File: src/rtl/reflet_vga_txt_terminal_pkg.sv
// Shared definitions for the text terminal: font geometry, control codes,
// FSM state type and the printable-byte classifier.
package reflet_vga_txt_terminal_pkg;

    // Glyph cell size. The text block uses the same values.
    localparam int FONT_WIDTH  = 8;
    localparam int FONT_HEIGHT = 8;

    // Control codes that the terminal acts on. Every other code below 0x20,
    // and DEL, is accepted and ignored.
    localparam logic [7:0] CC_BS  = 8'h08;
    localparam logic [7:0] CC_LF  = 8'h0A;
    localparam logic [7:0] CC_FF  = 8'h0C;
    localparam logic [7:0] CC_CR  = 8'h0D;
    localparam logic [7:0] CC_DEL = 8'h7F;
    localparam logic [7:0] SPACE  = 8'h20;

    typedef enum logic [1:0] {
        ST_CLEAR      = 2'd0,
        ST_IDLE       = 2'd1,
        ST_CLEAR_LINE = 2'd2
    } term_state_e;

    // Printable means 0x20..0x7E plus the whole upper half 0x80..0xFF.
    function automatic logic is_printable(input logic [7:0] c);
        return (c >= SPACE) && (c != CC_DEL);
    endfunction

endpackage

File: src/rtl/reflet_vga_txt_terminal_cursor.sv
// Column/row counter pair. Used twice by the terminal: once as the text
// cursor and once as the address generator for the clear sweeps.
module reflet_vga_txt_terminal_cursor #(
    parameter int COLS = 8,
    parameter int ROWS = 4,
    parameter int HW   = 3,
    parameter int VW   = 2
) (
    input  logic          clk,
    input  logic          reset,
    input  logic          col_zero_i,
    input  logic          col_inc_i,
    input  logic          col_dec_i,
    input  logic          row_zero_i,
    input  logic          row_adv_i,
    output logic [HW-1:0] col_o,
    output logic [VW-1:0] row_o,
    output logic          col_last_o
);

    localparam logic [HW-1:0] COL_MAX = HW'(COLS - 1);
    localparam logic [VW-1:0] ROW_MAX = VW'(ROWS - 1);

    logic [HW-1:0] col_q, col_d;
    logic [VW-1:0] row_q, row_d;

    assign col_o      = col_q;
    assign row_o      = row_q;
    assign col_last_o = (col_q == COL_MAX);

    // Next position: zero beats increment beats decrement; both axes wrap by
    // explicit compare so non power-of-two sizes never leave the screen.
    always_comb begin
        col_d = col_q;
        if (col_zero_i) begin
            col_d = '0;
        end else if (col_inc_i) begin
            col_d = (col_q == COL_MAX) ? '0 : col_q + 1'b1;
        end else if (col_dec_i && (col_q != '0)) begin
            col_d = col_q - 1'b1;
        end

        row_d = row_q;
        if (row_zero_i) begin
            row_d = '0;
        end else if (row_adv_i) begin
            row_d = (row_q == ROW_MAX) ? '0 : row_q + 1'b1;
        end
    end

    // Position registers, cleared to the top-left corner on reset.
    always_ff @(posedge clk or negedge reset) begin
        if (!reset) begin
            col_q <= '0;
            row_q <= '0;
        end else begin
            col_q <= col_d;
            row_q <= row_d;
        end
    end

endmodule

File: src/rtl/reflet_vga_txt_terminal.sv
// Byte-stream front end for the text-mode VGA block: turns characters and
// control codes into cell writes, tracks the cursor, wraps lines and runs the
// full-screen and single-line clear sweeps.
module reflet_vga_txt_terminal
    import reflet_vga_txt_terminal_pkg::*;
#(
    parameter int h_size        = 640,
    parameter int v_size        = 480,
    parameter int color_depth   = 8,
    parameter int bit_reduction = 0,
    localparam int COLS = (h_size / FONT_WIDTH) >> bit_reduction,
    localparam int ROWS = (v_size / FONT_HEIGHT) >> bit_reduction,
    localparam int HW   = $clog2(h_size / FONT_WIDTH) - bit_reduction,
    localparam int VW   = $clog2(v_size / FONT_HEIGHT) - bit_reduction
) (
    input  logic                   clk,
    input  logic                   reset,
    input  logic                   char_valid,
    output logic                   char_ready,
    input  logic [7:0]             char_data,
    input  logic [color_depth-1:0] R_fg_in,
    input  logic [color_depth-1:0] G_fg_in,
    input  logic [color_depth-1:0] B_fg_in,
    input  logic [color_depth-1:0] R_bg_in,
    input  logic [color_depth-1:0] G_bg_in,
    input  logic [color_depth-1:0] B_bg_in,
    output logic                   write_en,
    output logic [HW-1:0]          h_txt_out,
    output logic [VW-1:0]          v_txt_out,
    output logic [7:0]             char_out,
    output logic [color_depth-1:0] R_fg_out,
    output logic [color_depth-1:0] G_fg_out,
    output logic [color_depth-1:0] B_fg_out,
    output logic [color_depth-1:0] R_bg_out,
    output logic [color_depth-1:0] G_bg_out,
    output logic [color_depth-1:0] B_bg_out,
    output logic [HW-1:0]          cursor_h,
    output logic [VW-1:0]          cursor_v
);

    localparam int CW = 3 * color_depth;
    localparam logic [VW-1:0] ROW_MAX = VW'(ROWS - 1);

    term_state_e state_q;

    logic          writeEn_q;
    logic [HW-1:0] hTxt_q;
    logic [VW-1:0] vTxt_q;
    logic [7:0]    char_q;
    logic [CW-1:0] fgOut_q, bgOut_q;
    logic [CW-1:0] fgLat_q, bgLat_q;

    logic [CW-1:0] fgIn, bgIn;
    logic          accept, isPrint, lineAdv, startClear;

    logic [HW-1:0] curCol, swpCol;
    logic [VW-1:0] curRow, swpRow;
    logic          curColLast, swpColLast, swpRowLast;
    logic          curColZero, curColInc, curColDec, curRowZero, curRowAdv;
    logic          swpColZero, swpColInc, swpRowZero, swpRowAdv;

    assign fgIn = {R_fg_in, G_fg_in, B_fg_in};
    assign bgIn = {R_bg_in, G_bg_in, B_bg_in};
    assign {R_fg_out, G_fg_out, B_fg_out} = fgOut_q;
    assign {R_bg_out, G_bg_out, B_bg_out} = bgOut_q;

    assign write_en  = writeEn_q;
    assign h_txt_out = hTxt_q;
    assign v_txt_out = vTxt_q;
    assign char_out  = char_q;
    assign cursor_h  = curCol;
    assign cursor_v  = curRow;

    // Bytes are only taken while idle; the clear sweeps own the write port.
    assign char_ready = (state_q == ST_IDLE);
    assign accept     = char_valid && char_ready;
    assign isPrint    = is_printable(char_data);
    assign lineAdv    = accept && ((char_data == CC_LF) || (isPrint && curColLast));
    assign startClear = accept && (char_data == CC_FF);
    assign swpRowLast = (swpRow == ROW_MAX);

    // Text cursor.
    reflet_vga_txt_terminal_cursor #(
        .COLS(COLS), .ROWS(ROWS), .HW(HW), .VW(VW)
    ) u_cursor (
        .clk        (clk),
        .reset      (reset),
        .col_zero_i (curColZero),
        .col_inc_i  (curColInc),
        .col_dec_i  (curColDec),
        .row_zero_i (curRowZero),
        .row_adv_i  (curRowAdv),
        .col_o      (curCol),
        .row_o      (curRow),
        .col_last_o (curColLast)
    );

    // Clear-sweep address; it always parks at (0,0) between sweeps.
    reflet_vga_txt_terminal_cursor #(
        .COLS(COLS), .ROWS(ROWS), .HW(HW), .VW(VW)
    ) u_sweep (
        .clk        (clk),
        .reset      (reset),
        .col_zero_i (swpColZero),
        .col_inc_i  (swpColInc),
        .col_dec_i  (1'b0),
        .row_zero_i (swpRowZero),
        .row_adv_i  (swpRowAdv),
        .col_o      (swpCol),
        .row_o      (swpRow),
        .col_last_o (swpColLast)
    );

    // Decode the current state and accepted byte into counter controls.
    always_comb begin
        curColZero = 1'b0;
        curColInc  = 1'b0;
        curColDec  = 1'b0;
        curRowZero = 1'b0;
        curRowAdv  = 1'b0;
        swpColZero = 1'b0;
        swpColInc  = 1'b0;
        swpRowZero = 1'b0;
        swpRowAdv  = 1'b0;
        unique case (state_q)
            ST_CLEAR: begin
                swpColInc = 1'b1;
                swpRowAdv = swpColLast;
            end
            ST_CLEAR_LINE: begin
                swpColInc = 1'b1;
            end
            ST_IDLE: begin
                if (accept) begin
                    if (lineAdv) begin
                        curColZero = 1'b1;
                        curRowAdv  = 1'b1;
                    end else if (isPrint) begin
                        curColInc = 1'b1;
                    end else if (char_data == CC_CR) begin
                        curColZero = 1'b1;
                    end else if (char_data == CC_BS) begin
                        curColDec = 1'b1;
                    end else if (startClear) begin
                        curColZero = 1'b1;
                        curRowZero = 1'b1;
                        swpColZero = 1'b1;
                        swpRowZero = 1'b1;
                    end
                end
            end
            default: ;
        endcase
    end

    // FSM with registered write port: clear sweeps emit one space per cycle,
    // idle bytes are written one cycle after acceptance.
    always_ff @(posedge clk or negedge reset) begin
        if (!reset) begin
            state_q   <= ST_CLEAR;
            writeEn_q <= 1'b0;
            hTxt_q    <= '0;
            vTxt_q    <= '0;
            char_q    <= '0;
            fgOut_q   <= '0;
            bgOut_q   <= '0;
            fgLat_q   <= '1;
            bgLat_q   <= '0;
        end else begin
            writeEn_q <= 1'b0;
            unique case (state_q)
                ST_CLEAR: begin
                    writeEn_q <= 1'b1;
                    hTxt_q    <= swpCol;
                    vTxt_q    <= swpRow;
                    char_q    <= SPACE;
                    fgOut_q   <= fgLat_q;
                    bgOut_q   <= bgLat_q;
                    if (swpColLast && swpRowLast) begin
                        state_q <= ST_IDLE;
                    end
                end
                ST_CLEAR_LINE: begin
                    writeEn_q <= 1'b1;
                    hTxt_q    <= swpCol;
                    vTxt_q    <= curRow;
                    char_q    <= SPACE;
                    fgOut_q   <= fgLat_q;
                    bgOut_q   <= bgLat_q;
                    if (swpColLast) begin
                        state_q <= ST_IDLE;
                    end
                end
                ST_IDLE: begin
                    if (accept) begin
                        fgLat_q <= fgIn;
                        bgLat_q <= bgIn;
                        if (isPrint) begin
                            writeEn_q <= 1'b1;
                            hTxt_q    <= curCol;
                            vTxt_q    <= curRow;
                            char_q    <= char_data;
                            fgOut_q   <= fgIn;
                            bgOut_q   <= bgIn;
                        end
                        if (lineAdv) begin
                            state_q <= ST_CLEAR_LINE;
                        end else if (startClear) begin
                            state_q <= ST_CLEAR;
                        end
                    end
                end
                default: state_q <= ST_CLEAR;
            endcase
        end
    end

endmodule
File: config.mk
export PLATFORM = sky130hd
export DESIGN_NAME = reflet_vga_txt_terminal
export DESIGN_NICKNAME = d
export VERILOG_FILES = /design/src/rtl/reflet_vga_txt_terminal_pkg.sv /design/src/rtl/reflet_vga_txt_terminal_cursor.sv /design/src/rtl/reflet_vga_txt_terminal.sv
export SDC_FILE = /design/constraint.sdc
export NUM_CORES = 1
export LEC_CHECK = 0
export CORE_ASPECT_RATIO = 1.5
export CORE_MARGIN = 2
export CORE_UTILIZATION = 40
export DETAILED_ROUTE_END_ITERATION = 8
export GPL_ROUTABILITY_DRIVEN = 0
export PLACE_DENSITY = 0.71
export SETUP_SLACK_MARGIN = 0.15
export SLEW_MARGIN = 40
export SYNTH_ARGS = -nofsm -noshare
export SYNTH_HDL_FRONTEND = slang
export SYNTH_SLANG_ARGS = --single-unit
export TNS_END_PERCENT = 30
File: constraint.sdc
create_clock -name clk -period 1.9 [get_ports clk]
set_input_delay 0.57 -clock clk [delete_from_list [all_inputs] [get_ports clk]]
set_output_delay 0.57 -clock clk [all_outputs]
set_load 0.02 [all_outputs]
Word-level counts from Yosys, hierarchy flattened
Cells that the tools add are included.
{"block": "totals", "ff_bits": 146, "input_bits": 59, "elab_cells": 119}
{"block": "classes", "addsub": 5, "order_cmp": 1, "eq_ne": 16, "mux": 63, "n_reduce_logical": 21}
{"operator": "24-bit two-way mux", "count": 4}
{"operator": "24-bit case mux with 2 select lines", "count": 2}
{"operator": "7-bit two-way mux", "count": 9}
{"operator": "6-bit two-way mux", "count": 8}
{"operator": "8-bit by 4-bit equality test with 1-bit output (second input constant)", "count": 4}
{"operator": "1-bit two-way mux", "count": 28}
{"operator": "6-bit case mux with 3 select lines", "count": 1}
{"operator": "8-bit two-way mux", "count": 2}
{"operator": "8-bit case mux with 2 select lines", "count": 1}
{"operator": "7-bit by 1-bit adder with 7-bit output (second input constant)", "count": 2}
{"operator": "7-bit equality test (second input constant)", "count": 2}
{"operator": "7-bit case mux with 2 select lines", "count": 1}
{"operator": "6-bit by 1-bit adder with 6-bit output (second input constant)", "count": 2}
{"operator": "6-bit equality test (second input constant)", "count": 2}
{"operator": "2-bit two-way mux", "count": 5}
{"operator": "8-bit by 6-bit >= comparator with 1-bit output (second input constant)", "count": 1}
{"operator": "8-bit by 7-bit inequality test with 1-bit output (second input constant)", "count": 1}
{"operator": "2-bit nonzero test", "count": 4}
{"operator": "1-bit logical AND", "count": 7}
{"operator": "7-bit nonzero test", "count": 1}
{"operator": "7-bit by 1-bit subtractor with 7-bit output (second input constant)", "count": 1}
{"operator": "2-bit case mux with 3 select lines", "count": 1}
{"operator": "3-bit AND reduction", "count": 2}
{"operator": "3-bit nonzero test", "count": 2}
{"operator": "11 further kinds", "count": 13}

Depth between registers and ports, before layout
Gate-level depths: netlist of the first run.
{"block": "logic_depth", "depth_word": 12, "depth_mapped": 10, "ltp_nobuf": 7}

By module
From an unflattened synthesis of the first run, not the netlist that was laid out.
{"block": "hier_totals", "cells_unflattened": 563, "area_unflattened_um2": 7452.1}
{"module": "reflet_vga_txt_terminal", "instances": 1, "cells_per_inst": 369, "area_each_um2": 5652.9, "seq_area_each_um2": 3032.9}
{"module": "reflet_vga_txt_terminal_cursor (u_sweep)", "instances": 1, "cells_per_inst": 100, "area_each_um2": 918.4, "seq_area_each_um2": 325.3}
{"module": "reflet_vga_txt_terminal_cursor (u_cursor)", "instances": 1, "cells_per_inst": 94, "area_each_um2": 880.8, "seq_area_each_um2": 325.3}

Worst setup path before layout of the first run
Ideal clock, no wire load.
{"block": "synth_timing", "path_kind": "reg-to-reg", "from": "register state_q[1]", "to": "register u_cursor.col_q[5], in the netlist u_cursor.col_o[5]", "setup_time_ps": 79, "arrival_time_ps": 2199, "slack_ps": -378, "stages_incl_launch_ff": 9, "n_path_buf": 1, "period_less_slack_ps": 2278, "cell_sequence": "dfrtp_1 inv_1 ha_1 buf_2 o311a_1 o21ai_2 or4_4 a211oi_2 mux2i_1"}
{"block": "synth_between", "elab_chain_len": 11, "elab_cells_between_ends": 21, "classes_between": "eq/ne: 1; mux: 15; reduce/logical: 5"}
{"element": "start: declaration", "line_no": "reflet_vga_txt_terminal.sv:44", "text": "term_state_e state_q;"}
{"element": "start signal: assignment", "line_no": "reflet_vga_txt_terminal.sv:160", "text": "state_q <= ST_CLEAR;"}
{"element": "start signal: assignment", "line_no": "reflet_vga_txt_terminal.sv:180", "text": "state_q <= ST_IDLE;"}
{"element": "start signal: assignment", "line_no": "reflet_vga_txt_terminal.sv:191", "text": "state_q <= ST_IDLE;"}
{"element": "2-bit by 1-bit equality test with 1-bit output (*)", "line_no": "reflet_vga_txt_terminal.sv:75", "text": "assign char_ready = (state_q == ST_IDLE);"}
{"element": "via char_ready", "line_no": "reflet_vga_txt_terminal.sv:19", "text": "output logic char_ready,"}
{"element": "1-bit logical AND", "line_no": "reflet_vga_txt_terminal.sv:76", "text": "assign accept = char_valid && char_ready;"}
{"element": "1-bit logical AND", "line_no": "reflet_vga_txt_terminal.sv:79", "text": "assign startClear = accept && (char_data == CC_FF);"}
{"element": "1-bit two-way mux", "line_no": "reflet_vga_txt_terminal.sv:144", "text": "end else if (startClear) begin"}
{"element": "1-bit two-way mux", "line_no": "reflet_vga_txt_terminal.sv:142", "text": "end else if (char_data == CC_BS) begin"}
{"element": "1-bit two-way mux", "line_no": "reflet_vga_txt_terminal.sv:140", "text": "end else if (char_data == CC_CR) begin"}
{"element": "1-bit two-way mux", "line_no": "reflet_vga_txt_terminal.sv:138", "text": "end else if (isPrint) begin"}
{"element": "1-bit two-way mux", "line_no": "reflet_vga_txt_terminal.sv:135", "text": "if (lineAdv) begin"}
{"element": "1-bit two-way mux", "line_no": "reflet_vga_txt_terminal.sv:134", "text": "if (accept) begin"}
{"element": "1-bit two-way mux", "line_no": "reflet_vga_txt_terminal.sv:125", "text": "unique case (state_q)"}
{"element": "3-bit nonzero test (no source line) / 7-bit two-way mux (equally long branches)"}
{"element": "end signal: assignment", "line_no": "reflet_vga_txt_terminal_cursor.sv:57", "text": "col_q <= col_d;"}
{"element": "end: declaration", "line_no": "reflet_vga_txt_terminal_cursor.sv:24", "text": "logic [HW-1:0] col_q, col_d;"}
Mark *: on every way through the listed nets, which the timed path passes. The rest lies on a longest branch.
A chain may end at the register's enable or synchronous reset.

Final worst setup path of the first run
{"block": "layout_timing", "from": "register state_q[1]", "to": "register bgOut_q[10]"}
{"block": "layout_between", "elab_chain_len": 4, "elab_cells_between_ends": 10, "classes_between": "eq/ne: 4; mux: 1; reduce/logical: 5"}
{"element": "2-bit equality test (tied with other cells)", "line_no": "reflet_vga_txt_terminal.sv:171", "text": "unique case (state_q)"}
{"element": "2-bit OR reduction (no source line) / 1-bit logical AND (equally long branches)"}
{"element": "2-bit nonzero test (no source line) / 2-bit by 1-bit inequality test with 1-bit output (equally long branches)"}
{"element": "3-bit AND reduction (no source line)"}
{"element": "end signal: assignment", "line_no": "reflet_vga_txt_terminal.sv:178", "text": "bgOut_q <= bgLat_q;"}
{"element": "end signal: assignment", "line_no": "reflet_vga_txt_terminal.sv:189", "text": "bgOut_q <= bgLat_q;"}
{"element": "end signal: assignment", "line_no": "reflet_vga_txt_terminal.sv:204", "text": "bgOut_q <= bgIn;"}
{"element": "end: declaration", "line_no": "reflet_vga_txt_terminal.sv:50", "text": "logic [CW-1:0] fgOut_q, bgOut_q;"}
Several ways; a longest one is shown, not always the timed one.

==> results.cfg, run 1 <==
[timing]
max_slew.worst_pin.slew_ns = 0.507
fmax_mhz = 501
finalSetupViolCount = 55
finalWorstSetupSlack_ns = -0.0969
drv_slew = 0
fin_crit_ns = 2.00
min_period_over_period = 1.05
rsz0062_at_grt = true
hold_violations = 0
hold_ws_ns = 0.0903
maxSlewHeadroom = 0.662
skew_ns = 0.0120

[pwr]
powerDensity_mw_per_mm2 = 599
p_int_w = 0.00512
p_leak_nw = 5.23
power.switching_w = 0.00158
vdd.ir_drop.worst_v = 0.000477
switching_share = 0.236
p_total_w = 0.00670
power.share.combinational = 0.045
clkPwrFrac = 0.490
seqPwrFrac = 0.464

[layout]
areaGrowthSynthToFinish_pct = 61.8
insertedDiodeCount = 0
seq_area_mm2 = 0.00369
nFillCells = 1249
multi_input_area_mm2 = 0.00369
post-route-util = 0.665
drive_gt1_frac = 0.364
final_net_count = 1056
fin_area_mm2 = 0.0112

[placed_design]
io_buffers = 142
dp_hpwl_um = 13400
dpl_worst_slack_ns = -0.695
place_area_mm2 = 0.00929

[detailed_routing]
drtIter0Drc = 514
wl_um = 23000
ant_nets = 0
drt_pass1_iterations = 5
wl_per_cell_um = 19.0
vias_per_cell = 5.46
drc = 0
vias = 6606

[cts]
htree_levels = 4
numClockSinks = 146
path_clk_slew_ns = 0.06
cts_hold_buffers = 0
cts_made_buffers = 17
tritoncts = done
clock_latency_ns = 0.42
clockBufferDepth = 2
root_buffer = clkbuf_16

[die]
dieArea_mm2 = 0.0184
ios = 143
core.rowCount = 58
die_width_um = 111
die-height_um = 165
initial_utilization = 0.411
fp.coreArea_mm2 = 0.0168

[setup_path]
arrival_ns = 2.29
cp-start-kind = flop
r2r-start = state_q[1]
critPathLaunch = state_q[1]
rrSetupSlack_ns = -0.1
path_class = reg2reg
required_ns = 2.19
cp-end-kind = flop
critPathMaxFanout = 7

[synthesis]
synth_warnings = 0
synth.top_cell.area_share = 0.441
ys_seq_area_frac = 0.532
synth_cells = 720
ys_ff_latch = 146
synth_async_sr_flop_share = 1.00
synthTopCellsByArea = dfrtp_1, nand2_1, mux2i_1, dfstp_2, o21ai_1
ys_top_cells_by_count = nand2_1, dfrtp_1, mux2i_1
syn_nets = 789
synth_cell_types = 60
synthMostInstantiatedCell = nand2_1
syn-cell-area_mm2 = 0.00692
synth_enable_flop_cells = 0
ys.flop_type = dfrtp_1
yosys.area.top_type = dfrtp_1
synth.avg_cell_area_um2 = 9.61

[worst_hold_path]
hp-class = in2async

[global_routing]
grt_pass1_wl_um = 35200
grt.overflow.total = 0
grt_max_degree = 48
grt_usage = 0.244
antenna_found_initial = 0
grt_pass1_vias = 6811

[outcome]
violations = setup timing
status = finished with violations

[flow_run]
cap_violations = 0
repair_timing:
action | 4_1_cts | 5_1_grt
pin swaps | 56 | 40
resized for setup | 278 | 106
setup endpoints to repair | 181 | 129
gates cloned | 15 | 0
buffers inserted | 22 | 13
final cells by class:
type / instances / area share
Sequential cell: 146 / 0.330
Multi-Input combinational cell: 527 / 0.330
Timing Repair Buffer: 290 / 0.264
Clock buffer: 19 / 0.0396
Tap cell: 210 / 0.0235
Clock inverter: 13 / 0.0111
Inverter: 5 / 0.00190
per-layer routing:
layer / part of all wire / track usage
met1: 0.38 / 0.276
met2: 0.55 / 0.447
met3: 0.041 / 0.0401
met4: 0.030 / 0.123
met5: 0 / 0
flip-flops by register name, summed over array words and instances (netlist names):
signal	flops
u_cursor.col_o	7
u_sweep.row_o	6
bgLat_q	24
bgOut_q	24
u_cursor.row_o	6
fgLat_q	24
h_txt_out	7
u_sweep.col_o	7
write_en	1
fgOut_q	24
state_q	2
v_txt_out	6
char_out	8
kinds of logic (layout without fill, tap and decap cells):
group | Yosys count | count (layout) | synth area share
and+or+nand+nor | 301 | 301 | 0.189
buffers and inverters | 47 | 327 | 0.0293
muxes | 69 | 69 | 0.100
xor gates and xnor gates | 4 | 4 | 0.00506
AOI/OAI and AO/OA | 143 | 143 | 0.126
DFF | 146 | 146 | 0.532
adders and majority gates | 10 | 10 | 0.0181
per-stage QoR:
stage / setup TNS [ns] / std cells
3_5_place_dp: -62.28 / 1128
6_report: -3.10 / 1210
5_1_grt: -6.88 / 1210
4_1_cts: -0.169 / 1197
3_3_place_gp: -59.76 / 1128
2_1_floorplan: -0.259 / 720
critical path: stages (launching register included):
cell and delay [ns]:
dfrtp_1 0.36, inv_2 0.06, buf_4 0.13, buf_6 0.11
ha_4 0.16, nor2_4 0.13, buf_6 0.13, nor2_4 0.04
nor2_4 0.13, buf_6 0.14, buf_12 0.14, buf_8 0.13
buf_16 0.14, o21ai_2 0.06
power groups by stage:
stage          clock network, W  logic [W]  registers [W]
5_1_grt                 0.00346   0.000326        0.00311
4_1_cts                 0.00331   0.000295        0.00311
6_report                0.00329   0.000304        0.00311
2_1_floorplan                 0  0.0000309        0.00317
3_5_place_dp                  0   0.000290        0.00317
3_3_place_gp                  0   0.000289        0.00317
final timing paths:
path	to	cells after the start
worst max-delay path	bgOut_q[10]	13
worst min-delay path	bgOut_q[1]	1
worst max register to register	bgOut_q[10]	13
worst min register to register	fgLat_q[20]	2
max in group asynchronous	u_cursor.col_o[1]	2
min in group clk	char_out[3]	2
layout by cell type, fill, tap and decap left out, types with 4 or more instances in the layout:
master,n
a211oi_1,4
a211oi_2,4
a21oi_1,20
a22o_1,9
and3_1,6
buf_12,11
buf_16,15
buf_2,9
buf_4,95
buf_6,29
clkbuf_16,17
clkdlybuf4s15_1,13
clkdlybuf4s50_1,48
dfrtp_1,114
dfrtp_2,8
dfstp_2,24
dlygate4sd2_1,61
ha_1,5
ha_4,5
inv_6,5
mux2i_1,67
nand2_1,173
nand2_2,23
nand2_4,15
nand2b_1,4
nand3_1,13
nand4_1,7
nor2_1,18
nor2_4,5
nor2b_1,5
nor3_1,5
o21ai_0,9
o21ai_1,21
o21ai_2,40
Power figures use the tool's default switching activity.
==> inputs of run 2 (changes only) <==
SYNTH_HIERARCHICAL = 1   (was default)
==> results.cfg, run 2 <==
[placed_design]
dp_hpwl_um = 13700
dp.cells = 1009
dpl_worst_slack_ns = -1.37
io_buffers = 142

[die]
dieArea_mm2 = 0.0198
fp.coreArea_mm2 = 0.0184
ios = 143
core.rowCount = 61
initial_utilization = 0.405
die-height_um = 171
die_width_um = 115

[synthesis]
synthMostInstantiatedCell = mux2_2
yosys.area.top_type = dfrtp_1
synth_enable_flop_cells = 0
synthTopCellsByArea = dfrtp_1, mux2_2, dfstp_2, mux2_4, ha_1
ys_seq_area_frac = 0.494
synth_cell_types = 76
ys_ff_latch = 146
synth_warnings = 6
syn-cell-area_mm2 = 0.00745
ys_top_cells_by_count = mux2_2, dfrtp_1, mux2_4
synth.top_cell.area_share = 0.410
synth.avg_cell_area_um2 = 13.2
ys.flop_type = dfrtp_1
synth_cells = 563
synth_async_sr_flop_share = 1.00

[worst_hold_path]
hp-class = in2async

[global_routing]
grt_pass1_wl_um = 33000
grt_usage = 0.214
antenna_found_initial = 0
grt_max_degree = 38
grt_pass1_vias = 6212
grt.overflow.total = 0

[cts]
clock_latency_ns = 0.42
htree_levels = 4
numClockSinks = 146
root_buffer = clkbuf_16
clockBufferDepth = 2
cts_hold_buffers = 0
path_clk_slew_ns = 0.07
cts_made_buffers = 17
tritoncts = done

[detailed_routing]
drt_pass1_iterations = 5
vias_per_cell = 5.31
drc = 0
wl_um = 20600
wl_per_cell_um = 19.2
ant_nets = 0
vias = 5685
drtIter0Drc = 215

[timing]
finalWorstSetupSlack_ns = -0.515
fin_crit_ns = 2.41
drv_slew = 0
hold_violations = 0
min_period_over_period = 1.27
rsz0062_at_grt = true
maxSlewHeadroom = 0.487
tns_ns = -12.17
finalSetupViolCount = 83
skew_ns = 0.0130
fmax_mhz = 414
max_slew.worst_pin.slew_ns = 0.763

[outcome]
status = finished with violations
violations = setup timing

[pwr]
seqPwrFrac = 0.281
vdd.ir_drop.worst_v = 0.000867
power.share.combinational = 0.547
p_int_w = 0.0128
powerDensity_mw_per_mm2 = 1790
clkPwrFrac = 0.172
power.switching_w = 0.00695
switching_share = 0.352
p_leak_nw = 4.97

[layout]
final_net_count = 876
post-route-util = 0.599
final_cells = 1070
mostFrequentLayoutCell = dfrtp_1
multi_input_area_mm2 = 0.00392
nFillCells = 1460
drive_gt1_frac = 0.509
areaGrowthSynthToFinish_pct = 47.9
seq_area_mm2 = 0.00368
insertedDiodeCount = 0
final_cell_mix = dfrtp_1, mux2_2, dlygate4sd2_1

[setup_path]
required_ns = 2.23
cp-end-kind = flop
path_class = in2reg
arrival_ns = 2.75
r2r-start = state_q[1]
critPathMaxFanout = 6
critPathLaunch = char_data[7]
cp-start-kind = input port

[flow_run]
cap_violations = 0
run 2: cell count changes after synthesis, moves of 5 or more:
cell      change
o21ai_0      -16
clkbuf_1     -22
buf_6         +7
a21oi_1       -8
nand2_1     -189
mux2_4       +39
o21ai_1      -44
mux2i_1      -60
mux2_2      +130
inv_1         +5
run 2: what timing repair did:
item / CTS / global route
buffers inserted: 14 / 10
pin swaps: 14 / 21
hold endpoints to repair: 0 / 0
gates resized for setup: 225 / 56
cloned: 5 / 0
setup endpoints to repair: 217 / 141
run 2: cell type report:
cell class,instances,area share
clock inverter,12,0.0134
sequential,146,0.334
inverter,10,0.00386
clock buffer,20,0.0405
tap,252,0.0286
timing repair buffer,251,0.223
multi-input combinational,379,0.356
run 2: per-layer routing:
| metal | up-vias | global-route usage | wire [µm] |
|---|---|---|---|
| li1 | 2561 | - | - |
| met1 | 2935 | 0.255 | 7920 |
| met2 | 153 | 0.376 | 11200 |
| met3 | 36 | 0.0381 | 842 |
| met4 | 0 | 0.0906 | 626 |
| met5 | - | 0 | 0 |
run 2: power by group through the flow:
stage                     logic (W)  registers [W]  clock network, W
after floorplan             0.00538        0.00638                 0
after global placement      0.00922        0.00550                 0
after detailed placement    0.00947        0.00560                 0
after CTS                    0.0105        0.00554           0.00347
after global routing         0.0115        0.00573           0.00360
final                        0.0108        0.00556           0.00340
run 2: path summary, 6_finish.rpt:
| path | cells after the start | end | slack [ns] |
|---|---|---|---|
| hold reg to reg | 1 | char_out[6] | 0.50 |
| max in group asynchronous | 2 | fgLat_q[3] | 1.20 |
| setup / recovery | 10 | u_cursor/col_o[1] | -0.51 |
| min in group clk | 1 | char_out[6] | 0.50 |
| hold / removal | 1 | fgOut_q[23] | 0.05 |
| setup reg to reg | 9 | u_cursor/col_o[1] | -0.48 |
run 2: logic make-up after synthesis:
| kind of cell | count (synthesis) | share of synthesized area |
|---|---|---|
| AO/OA/AOI/OAI | 75 | 0.0724 |
| XOR/XNOR | 6 | 0.00705 |
| adder cells (fa/ha/maj) | 12 | 0.0201 |
| buffers and inverters | 39 | 0.0306 |
| flip-flops | 146 | 0.494 |
| multiplexers | 178 | 0.287 |
| other | 1 | 0.000503 |
| AND/OR/NAND/NOR | 106 | 0.0876 |
run 2: critical path, stage by stage:
cell and delay [ns]:
buf_8 0.10, or4b_4 0.54, buf_6 0.14, o32a_1 0.29, a21oi_2 0.19, nor4b_2 0.07
buf_4 0.16, a21o_4 0.25, or3_4 0.38, o21ai_2 0.07
run 2: stage by stage:
stage	area, µm²	hold slack [ns]	power, W
after detailed placement	9760	0.484	0.0151
after global placement	9760	0.483	0.0147
final	11000	0.0543	0.0198
after global routing	11000	0.0668	0.0208
after CTS	10800	0.0707	0.0195
after floorplan	7530	0.274	0.0118
